$ cat src/rtl/jedro_1_prefetch.sv
// Instruction prefetch buffer: streams sequential word fetches into a small FIFO
// and flushes/redirects on jmp_i. Memory answers exactly one cycle after a request.
module jedro_1_prefetch #(
    parameter int                    DATA_WIDTH = 32,
    parameter int                    DEPTH      = 4,
    parameter logic [DATA_WIDTH-1:0] BOOT_ADDR  = 32'h0000_0000
) (
    input  logic                  clk_i,
    input  logic                  rst_i,
    input  logic                  jmp_i,
    input  logic [DATA_WIDTH-1:0] jmp_addr_i,
    output logic [DATA_WIDTH-1:0] instr_o,
    output logic [DATA_WIDTH-1:0] addr_o,
    output logic                  valid_o,
    input  logic                  ready_i,
    output logic                  mem_req_o,
    output logic [DATA_WIDTH-1:0] mem_addr_o,
    input  logic [DATA_WIDTH-1:0] mem_rdata_i
);

    localparam int              PW      = $clog2(DEPTH);
    localparam int              CW      = PW + 1;
    localparam logic [CW-1:0]   DEPTH_C = CW'(DEPTH);

    logic [DATA_WIDTH-1:0] fetch_pc;
    logic [DATA_WIDTH-1:0] issued_addr;
    logic [DATA_WIDTH-1:0] instr_mem [DEPTH];
    logic [DATA_WIDTH-1:0] addr_mem  [DEPTH];
    logic [PW-1:0]         rd_ptr;
    logic [PW-1:0]         wr_ptr;
    logic [CW-1:0]         count;
    logic [CW-1:0]         level;
    logic                  inflight;
    logic                  discard;
    logic                  push;
    logic                  pop;

    // Reserve a slot for the outstanding response; a same-cycle pop earns no credit.
    assign level      = count + CW'(inflight);
    assign mem_req_o  = !rst_i && !jmp_i && (level < DEPTH_C);
    assign mem_addr_o = fetch_pc;

    assign valid_o = (count != '0);
    assign instr_o = instr_mem[rd_ptr];
    assign addr_o  = addr_mem[rd_ptr];

    assign pop  = valid_o && ready_i;
    assign push = inflight && !discard && !jmp_i;

    always_ff @(posedge clk_i) begin
        if (rst_i) begin
            fetch_pc    <= BOOT_ADDR;
            issued_addr <= '0;
            rd_ptr      <= '0;
            wr_ptr      <= '0;
            count       <= '0;
            inflight    <= 1'b0;
            discard     <= 1'b0;
        end else begin
            inflight <= mem_req_o;
            if (mem_req_o) begin
                issued_addr <= fetch_pc;
            end
            if (jmp_i) begin
                fetch_pc <= jmp_addr_i & ~DATA_WIDTH'(3);
                rd_ptr   <= '0;
                wr_ptr   <= '0;
                count    <= '0;
                discard  <= inflight;
            end else begin
                discard <= 1'b0;
                if (mem_req_o) begin
                    fetch_pc <= fetch_pc + DATA_WIDTH'(4);
                end
                if (push) begin
                    wr_ptr <= wr_ptr + 1'b1;
                end
                if (pop) begin
                    rd_ptr <= rd_ptr + 1'b1;
                end
                case ({push, pop})
                    2'b10:   count <= count + 1'b1;
                    2'b01:   count <= count - 1'b1;
                    default: count <= count;
                endcase
            end
        end
    end

    // NOTE: storage is not reset; count gates validity, so stale contents are never seen.
    always_ff @(posedge clk_i) begin
        if (!rst_i && push) begin
            instr_mem[wr_ptr] <= mem_rdata_i;
            addr_mem[wr_ptr]  <= issued_addr;
        end
    end

endmodule

$ cat config.mk
export PLATFORM = sky130hd
export DESIGN_NAME = jedro_1_prefetch
export DESIGN_NICKNAME = d
export VERILOG_FILES = /design/src/rtl/jedro_1_prefetch.sv
export SDC_FILE = /design/constraint.sdc
export NUM_CORES = 1
export LEC_CHECK = 0
export ABC_AREA = 1
export CAP_MARGIN = 20
export CELL_PAD_IN_SITES_DETAIL_PLACEMENT = 1
export CELL_PAD_IN_SITES_GLOBAL_PLACEMENT = 1
export CORE_UTILIZATION = 54
export CTS_CLUSTER_SIZE = 20
export DETAILED_ROUTE_END_ITERATION = 12
export DONT_BUFFER_PORTS = 1
export PLACE_DENSITY_LB_ADDON = 0.05
export SKIP_LAST_GASP = 1
export SLEW_MARGIN = 20
export SYNTH_ARGS = -nofsm -noshare
export SYNTH_HDL_FRONTEND = slang
export SYNTH_SLANG_ARGS = --single-unit
$ cat constraint.sdc
create_clock -name clk_i -period 7.2 [get_ports clk_i]
set_input_delay 1.8 -clock clk_i [delete_from_list [all_inputs] [get_ports clk_i]]
set_output_delay 1.8 -clock clk_i [all_outputs]
set_load 0.005 [all_outputs]
==> impl_summary.log <==
INFO  metric antenna_found_initial = 0
INFO  metric placeableCoreArea = about 23000 µm²
INFO  metric synthDistinctLibCells = 34
INFO  metric global_route_wire_length_before_repair = between 40 and 50 mm
INFO  metric crit_path_max_incr_delay = 0.87 ns
INFO  metric synth_compound_gate_area_share = 12.3%
INFO  metric routed_via_density = around 5.7
INFO  metric gp_congestion = slightly above 0.8
INFO  metric timing.final.max_slew_violations = 0
INFO  metric post-synth-top-area-fraction = just under 60%
INFO  metric port_buffers = 0
INFO  metric max_cap_viol_count = 0
INFO  metric crit_path_start_kind = register
INFO  metric max_clock_freq = about 0.22 GHz
INFO  metric status = finished, final reports clean
INFO  metric syn-mean-instance-area = around 11 µm²
INFO  metric synth-adder-area-share = less than 1%
INFO  metric clock_path_buffers = 3
INFO  metric endpoint_kind = output port
INFO  metric wl_per_cell = ~20 µm
INFO  metric critical_path.max_fanout = 63
INFO  metric synthFlopType = edfxtp_1
INFO  metric gr-usage-all-layers = ~25%
INFO  metric dominant_combinational_cell_family_by_area_after_synthesis = simple AND/OR/NAND/NOR gates
INFO  metric count_of_flip_flops_with_a_built_in_enable_after_synthesis = 248
INFO  metric slowest_stage = inv_2
INFO  metric antenna-diode-count = 0
INFO  metric post_synthesis_instance_area = ~13000 µm²
INFO  metric netlist_top_cells_area = edfxtp_1, dfxtp_1, o21ai_0
INFO  metric route.final.wire_length = 30.5 mm
INFO  metric post_cts_setup_driven_buffer_insertion_count = 0
INFO  metric synth-simple-area-share = 13.2%
INFO  metric vdd.ir_drop.worst = roughly 0.23 mV
INFO  metric placement.setup.worst_slack = roughly 2.8 ns
INFO  metric ctsResizeCount = 0
INFO  metric synthCells = between 1000 and 1500
INFO  metric drtPass1Iterations = 5
INFO  metric drt.antenna.violating_nets = 0
INFO  metric final_layout_size_suffix_gt1_share = under 10%
INFO  metric totalNegativeSetupSlack = 0 ns
INFO  metric critical_path_arrival = around 2.7 ns
INFO  metric critical_path.cell_chain = buf_4, inv_2, o21ai_0, o22ai_1
INFO  metric cts_inserted_buffers = 31
INFO  metric grt_setup_unrepaired = no
INFO  metric floorplan.io_pins = 166
INFO  metric fp.dieW = 156 µm
INFO  metric first_iter_violations = around 450
INFO  metric final.setup_skew = 0.0240 ns
INFO  metric power_per_cell_area = about 270 nW/µm²
INFO  metric required = ~5.4 ns
INFO  metric htreeDepth = 1
INFO  metric worst_hold_path_type = reg -> reg
INFO  metric fin_ws = roughly 2.7 ns
INFO  metric row_count = 56
INFO  metric finalWorstPathRequiredPeriod = between 4 and 5 ns
INFO  metric yosys_warnings = 0
INFO  metric leakage = slightly below 0.005 µW
INFO  metric num_vias = 8467
INFO  metric synthArstFlopShare = 0%
INFO  metric worst-slew-pin-transition = ~1.1 ns
INFO  metric globalRoute.totalOverflow = 0
INFO  metric clock_insertion_delay_worst_skew = about 0.57 ns
INFO  metric report.final.hold_viol_count = 0
INFO  metric netlist.top_cell.by_area = edfxtp_1
INFO  metric finalSetupViolations = 0
INFO  metric clock_sink_count = 319
INFO  metric area_growth = 9.80%
INFO  metric fillerInstances = ~2400
INFO  metric synth_xor_area_share = 0.340%
INFO  metric worstSetupPathType = reg -> out
INFO  metric ys_seq_area_share = between 60 and 70%
INFO  metric tritoncts = built
INFO  metric root_buffer = clkbuf_16
INFO  metric max-slew-margin-rel = about 29%
INFO  metric via_count_of_the_first_global_routing_pass = 8689
INFO  metric dieHeight = 156 µm
INFO  metric post-route-period-util = about 63%
INFO  metric grt_start_max_net_pins = between 100 and 150
INFO  metric cts.clk_slew.worst_paths = around 0.060 ns
INFO  metric total_of_flip_flops_plus_latches_after_synthesis = 319
INFO  metric final_nets = approximately 1200
INFO  metric place_hpwl = 17.9 mm
INFO  metric hold_buffers = 0
INFO  metric detail_route.drc_violations = 0
INFO  metric die_area = about 24000 µm²
INFO  metric starting_utilization_of_the_core_area = 55.0%
INFO  metric synth.area.mux_share = 0%
-- cells in the mapped netlist, drive strengths merged (4+ instances only) --
library cell / count
nand3: 51
edfxtp: 248
nand2: 170
o21ai: 164
o21bai: 4
dfxtp: 71
ha: 6
inv: 67
a21oi: 64
nor2: 180
o22ai: 62
clkbuf: 41
buf: 27
-- sequential cells by signal, summed over array words and instances (netlist names), named ones only --
register	flops
addr_mem	120
mem_addr_o	30
wr_ptr	2
inflight	1
issued_addr	30
rd_ptr	2
instr_mem	128
discard	1
count	3
-- cell type report --
cell class                 instances  area [µm²]  share of cell area (%)
clock buffer                      42         847                    5.99
timing repair buffer               9        91.3                   0.646
tap                              319         399                    2.82
clock inverter                    16         201                    1.43
inverter                          67         253                    1.79
sequential                       319        8870                    62.8
multi-input combinational        721        3470                    24.5
-- through the flow --
| stage | std cells | cell area, µm² | util [%] | total power, µW | hold WS [ns] |
|---|---|---|---|---|---|
| 3_3_place_gp | 1434 | 13100 | 55.8 | 2180 | 0.454 |
| 2_1_floorplan | 1175 | 12900 | - | 2160 | 0.436 |
| 4_1_cts | 1492 | 14100 | 60.3 | 3820 | 0.479 |
| 5_1_grt | 1493 | 14100 | 60.4 | 3910 | 0.504 |
| 6_report | 1493 | 14100 | 60.4 | 3800 | 0.477 |
| 3_5_place_dp | 1434 | 13100 | 55.8 | 2190 | 0.469 |
-- power breakdown --
| part | switching (µW) | internal, µW |
|---|---|---|
| sequential | 35.0 | 2010 |
| clock | 682 | 970 |
| combinational | 72.9 | 32.0 |
-- metal layers --
layer | share of wire (%) | GRT usage [%] | vias to the layer above | wire [µm]
li1 | - | - | 4049 | -
met1 | 41 | 30.2 | 4139 | 12600
met2 | 50 | 43.5 | 227 | 15200
met3 | 6.5 | 5.79 | 52 | 1990
met4 | 2.4 | 7.28 | 0 | 744
met5 | 0 | 0 | - | 0
-- layout by cell type, fill, tap and decap left out, drive strengths merged, types with 3 or more instances in the layout --
cell,n
o21bai,4
inv,67
o22ai,62
conb,4
nor2,180
ha,6
a21oi,64
clkinvlp,4
clkinv,8
clkbuf,42
nand3,51
buf,9
and2,3
edfxtp,248
o21ai,164
bufinv,4
xor2,3
dfxtp,71
nand2,170
-- cells by family (layout without fill, tap and decap cells) --
group           count (synthesis)  count (layout)
simple gates                  408             408
flops                         319             319
compound gates                297             297
buf+inv                       135             134
fa+ha+maj                       7               7
xor+xnor                        5               5
other cells                     1               4
-- critical path, delay by kind of cell (launching register included) --
family | cells | cell delay (ns)
DFF | 1 | 0.31
AOI/OAI and AO/OA | 2 | 0.63
buffers and inverters | 2 | 1.18
-- worst paths after layout --
check | startpoint | endpoint | slack (ns) | depth (start not counted)
max | register | addr_o[30] | 2.67 | 4
min | inflight | discard | 0.48 | 2
max reg2reg | inflight | instr_mem[1][1] | 4.56 | 5
min reg2reg | inflight | discard | 0.48 | 2
No activity file was read; power rests on OpenSTA's default activity.
